==> config.mk <==
export PLATFORM = sky130hd
export DESIGN_NAME = noc_arb_requester
export DESIGN_NICKNAME = d
export VERILOG_FILES = /design/src/rtl/noc_arb_requester.sv
export SDC_FILE = /design/constraint.sdc
export NUM_CORES = 1
export LEC_CHECK = 0
export CAP_MARGIN = 20
export CORE_ASPECT_RATIO = 1.2
export CORE_MARGIN = 3
export CORE_UTILIZATION = 24
export CTS_CLUSTER_SIZE = 14
export DETAILED_ROUTE_END_ITERATION = 16
export MAX_ROUTING_LAYER = met4
export RECOVER_POWER = 50
export SETUP_SLACK_MARGIN = 0.02
export SYNTH_ARGS = -nofsm -noshare
export SYNTH_HDL_FRONTEND = slang
export SYNTH_SLANG_ARGS = --single-unit
==> constraint.sdc <==
create_clock -name clk -period 2.4 [get_ports clk]
set_input_delay 0.24 -clock clk [delete_from_list [all_inputs] [get_ports clk]]
set_output_delay 0.24 -clock clk [all_outputs]
set_load 0.1 [all_outputs]
==> src/rtl/noc_arb_requester.sv <==
// Requester front end for one round-robin arbiter port: flit FIFO plus an
// IDLE/REQ/SEND controller that holds req for a whole packet.
module noc_arb_requester #(
  parameter int DATA_W = 32,
  parameter int DEPTH  = 4
) (
  input  logic              clk,
  input  logic              rst,
  input  logic              in_valid,
  output logic              in_ready,
  input  logic [DATA_W-1:0] in_data,
  input  logic              in_head,
  input  logic              in_tail,
  output logic              req,
  input  logic              gnt,
  output logic              out_valid,
  input  logic              out_ready,
  output logic [DATA_W-1:0] out_data,
  output logic              out_tail,
  output logic              drop_err,
  output logic [15:0]       wait_cycles
);
  localparam int AW = $clog2(DEPTH);
  localparam logic [1:0] IDLE = 2'd0;
  localparam logic [1:0] REQ  = 2'd1;
  localparam logic [1:0] SEND = 2'd2;

  typedef struct packed {
    logic              head;
    logic              tail;
    logic [DATA_W-1:0] data;
  } flit_t;

  flit_t       mem [DEPTH];
  flit_t       front;
  logic [AW:0] wptr, rptr;
  logic [1:0]  state;
  logic        full, empty, push, pop, discard;

  assign empty     = (wptr == rptr);
  assign full      = (wptr[AW] != rptr[AW]) && (wptr[AW-1:0] == rptr[AW-1:0]);
  assign in_ready  = !full;
  assign push      = in_valid && in_ready;
  assign front     = mem[rptr[AW-1:0]];
  assign out_data  = front.data;
  assign out_tail  = front.tail;
  // Headless flits at the front while idle are orphans; drop them so a
  // stray body flit can never wedge the port.
  assign discard   = (state == IDLE) && !empty && !front.head;
  assign out_valid = (state == SEND) && !empty && gnt;
  assign pop       = (out_valid && out_ready) || discard;

  always_ff @(posedge clk) begin
    if (push) mem[wptr[AW-1:0]] <= '{head: in_head, tail: in_tail, data: in_data};
  end

  always_ff @(posedge clk or negedge rst) begin
    if (!rst) begin
      wptr <= '0;
      rptr <= '0;
    end else begin
      if (push) wptr <= wptr + {{AW{1'b0}}, 1'b1};
      if (pop)  rptr <= rptr + {{AW{1'b0}}, 1'b1};
    end
  end

  always_ff @(posedge clk or negedge rst) begin
    if (!rst) begin
      state       <= IDLE;
      req         <= 1'b0;
      drop_err    <= 1'b0;
      wait_cycles <= '0;
    end else begin
      drop_err <= discard;
      case (state)
        IDLE: if (!empty && front.head) begin
          state       <= REQ;
          req         <= 1'b1;
          wait_cycles <= '0;
        end
        REQ: begin
          if (gnt) state <= SEND;
          else if (wait_cycles != 16'hFFFF) wait_cycles <= wait_cycles + 16'd1;
        end
        // req drops on the tail edge, guaranteeing one low cycle for rotation
        SEND: if (pop && front.tail) begin
          state <= IDLE;
          req   <= 1'b0;
        end
        default: begin
          state <= IDLE;
          req   <= 1'b0;
        end
      endcase
    end
  end
endmodule

==> metrics.md <==
| Metric | Value |
|---|---|
| Outcome | `completed` |
| Register cell area after layout | `4740 um2` |
| Class of the tightest hold or removal check | `in2reg` |
| Horizontal extent of the die | `155 um` |
| Via count of the first global-routing pass | `3664` |
| Worst-path clk slew | `0.06 ns` |
| Relative max-transition margin | `0.0238` |
| Number of nets in the layout | `493` |
| CTS tree | `built` |
| DRC | `0` |
| Count of antenna-violating nets left after detailed routing | `0` |
| Total vias in the final route | `3570` |
| Clock root buffer | `sky130_fd_sc_hd__clkbuf_16` |
| Final design instance area without fill | `8650 um2` |
| Worst-Skew Late Latency | `0.43 ns` |
| Initial cell density of the core | `0.247` |
| Largest cells by area after synthesis | `sky130_fd_sc_hd__edfxtp_1 (64%), sky130_fd_sc_hd__mux4_2 (12%), sky130_fd_sc_hd__dfrtp_1 (10%)` |
| Finished Layout Cells | `794` |
| Mapped Avg Cell Area | `18.7 um2` |
| Netlist cell types | `37` |
| Max stage delay on crit path | `0.61 ns` |
| Detailed placer's ending HPWL | `9.28 mm` |
| Cell count of the worst hold path | `1` |
| Number of I/O port buffers | `91` |
| Type of the worst setup path | `reg2out` |
| Area grow syn2layout | `35.7%` |
| Combined area of the multi-input logic cells | `1570 um2` |
| Number of flops mapped to enable cells by yosys | `136` |
| Floorplan die area | `28600 um2` |
| Post-synth top cells | `sky130_fd_sc_hd__edfxtp_1 (136), sky130_fd_sc_hd__mux4_2 (34), sky130_fd_sc_hd__dfrtp_1 (26)` |
| Nature of the critical path endpoint | `output port` |
| Number of instances in the synthesized netlist | `340` |
| Area after detailed placement | `8090 um2` |
| Minimum clock period after layout | `2.24 ns` |
| # IOs | `92` |
| Share of post-route cells with drive strength above 1 | `0.271` |
| Placer's final routability congestion estimate | `0.808` |
| Required arrival time at the worst endpoint | `2.16 ns` |
| Setup violations, final | `0` |
| Sequential share of the synthesized area | `0.743` |
| Level count of the clock H-tree | `4` |
| Slew at the pin closest to its max-slew limit | `1.46 ns` |
| Total routing resource utilization after global routing | `0.101` |
| Cell with the largest stage delay on the worst path | `sky130_fd_sc_hd__mux4_2` |
| Post-synth top area cell | `sky130_fd_sc_hd__edfxtp_1` |
| Fill cell total of the finished layout | `2509` |
| Count of cells along the worst register-to-register path | `6` |
| Area share of the leading cell type in the synthesized netlist | `0.641` |
| Clk sinks | `162` |
| CTS Buf Count | `17` |
| Ordered cell list for the critical path | `buf_4 > mux4_2 > buf_12` |
| Die Y-Extent | `185 um` |
| Antenna violations before repair | `2` |
| Share of flip-flops with an asynchronous set or reset | `0.160` |
| Number of buffers on the longest clock path | `2` |
| Final period utilization | `0.934` |
| Worst clock skew | `0.0168 ns` |
| Maximum number of pins on one net before global-route repair | `33` |
| Core Region | `25800 um2` |
| F_max | `0.446 GHz` |
| Arrival @ worst endpoint | `2.00 ns` |
| Via-per-instance ratio | `4.50` |
| Peak fanout along the critical path | `15` |
| Number of warnings reported in the yosys synthesis log | `0` |
| Wire length of the first global-routing pass | `21.1 mm` |
| Number of max-slew violations in the final report | `0` |
| Commonest register cell after synthesis | `sky130_fd_sc_hd__edfxtp_1` |
| GR Overflow Total | `0` |
| Total iterations of the first detailed-routing run | `5` |
| Fin. Hold Viols | `0` |
| Most frequently used cell type in the post-synthesis netlist | `sky130_fd_sc_hd__edfxtp_1` |
| Category of the worst setup path launch point | `register` |
| Setup repair after global routing missed its margin | `false` |
| Netlist area before placement | `6370 um2` |
| Max-cap violations | `0` |
| Total detailed-routing wirelength | `13.8 mm` |
| Number of storage elements in the synthesis netlist | `162` |
| Cells after DPL | `759` |
| Number of buffers added to fix hold violations after cts | `0` |
| Setup TNS | `0 ns` |
| Number of DRC markers in iteration 0 | `177` |
| Mapped Nets | `385` |
| Post-DR wirelength/cell | `17.4 um` |
| Cell Rows | `64` |
[state kept, by name, indices dropped and copies added (netlist names)]
name	cells
mem	136
wait_cycles	16
rptr	3
wptr	3
state	2
drop_err	1
req	1
[area by class of cell]
class,instances,share of cell area
clock buffers,18,0.0496
flip-flops and latches,162,0.548
well taps,330,0.0477
repair buffers,103,0.151
inverters,3,0.00130
multi-input cells,161,0.182
diodes,3,0.000868
clock inverters,14,0.0201
[per-stage QoR]
| stage | worst slack (ns) | util | hold WS, ns |
|---|---|---|---|
| 2_1_floorplan | 0.0485 | - | -0.0556 |
| 3_3_place_gp | 0.477 | 0.314 | 0.488 |
| 3_5_place_dp | 0.426 | 0.314 | 0.488 |
| 4_1_cts | 0.0211 | 0.337 | 0.191 |
| 5_1_grt | 0.0221 | 0.335 | 0.519 |
| 6_report | 0.157 | 0.336 | 0.520 |
[metal layers]
metal / global-route usage / vias to the layer above / share of wire
met1: 0.122 / 1833 / 0.40
met5: - / - / 0
met3: 0.0305 / 10 / 0.066
met4: 0.0286 / 0 / 0.0072
met2: 0.166 / 125 / 0.53
li1: - / 1602 / -
[worst max-delay path: cells and delay by family (launching register included)]
family / cells / cell delay [ns]
muxes: 1 / 0.61
DFF: 1 / 0.43
buffers and inverters: 2 / 0.53
[final timing paths]
path	start	slack, ns	to
setup reg to reg	wptr[1]	0.21	mem[0][10]
min in group asynchronous	rst	0.69	wait_cycles[10]
hold reg to reg	rptr[2]	0.53	rptr[2]
max in group asynchronous	rst	0.74	rptr[0]
setup / recovery	rptr[0]	0.16	out_data[27]
hold / removal	in_data[22]	0.52	mem[2][22]
[cells in the final DEF (no fill, tap or decap), types with 3 or more instances in the layout]
cell / instances
sky130_fd_sc_hd__edfxtp_1: 136
sky130_fd_sc_hd__buf_12: 40
sky130_fd_sc_hd__dlygate4sd3_1: 35
sky130_fd_sc_hd__mux4_2: 34
sky130_fd_sc_hd__dfrtp_1: 22
sky130_fd_sc_hd__o21ai_0: 17
sky130_fd_sc_hd__clkbuf_16: 17
sky130_fd_sc_hd__clkbuf_1: 17
sky130_fd_sc_hd__nor2_1: 13
sky130_fd_sc_hd__nand2_1: 13
sky130_fd_sc_hd__nand3_1: 10
sky130_fd_sc_hd__a21oi_1: 10
sky130_fd_sc_hd__nand4_1: 7
sky130_fd_sc_hd__ha_1: 6
sky130_fd_sc_hd__a31oi_1: 5
sky130_fd_sc_hd__and3_1: 4
sky130_fd_sc_hd__clkbuf_2: 4
sky130_fd_sc_hd__dfrtp_2: 4
sky130_fd_sc_hd__diode_2: 3
sky130_fd_sc_hd__inv_1: 3
sky130_fd_sc_hd__nor3_1: 3
sky130_fd_sc_hd__nor4_1: 3
sky130_fd_sc_hd__and4_1: 3
sky130_fd_sc_hd__o21ai_1: 3
sky130_fd_sc_hd__xnor2_1: 3
sky130_fd_sc_hd__inv_6: 3
sky130_fd_sc_hd__inv_8: 3
sky130_fd_sc_hd__clkinv_4: 3
sky130_fd_sc_hd__clkdlybuf4s50_1: 3
sky130_fd_sc_hd__buf_4: 3
[logic make-up (layout without fill, tap and decap cells)]
| kind of cell | after synthesis | count (layout) | share of synthesized area |
|---|---|---|---|
| DFF | 162 | 162 | 0.743 |
| and+or+nand+nor | 67 | 67 | 0.0546 |
| AOI/OAI and AO/OA | 46 | 46 | 0.0457 |
| muxes | 35 | 35 | 0.122 |
| buffers and inverters | 17 | 138 | 0.0135 |
| xor gates and xnor gates | 7 | 7 | 0.00962 |
| adders and majority gates | 6 | 6 | 0.0118 |
| other | 0 | 3 | 0 |
[timing repair]
item	CTS	global route
setup endpoints to repair	0	21
resized for setup	0	4
setup buffers	0	0
Power is left out: the tool's default activity adds up to more than one toggle a clock period on the data nets, which glitch-free logic cannot reach.
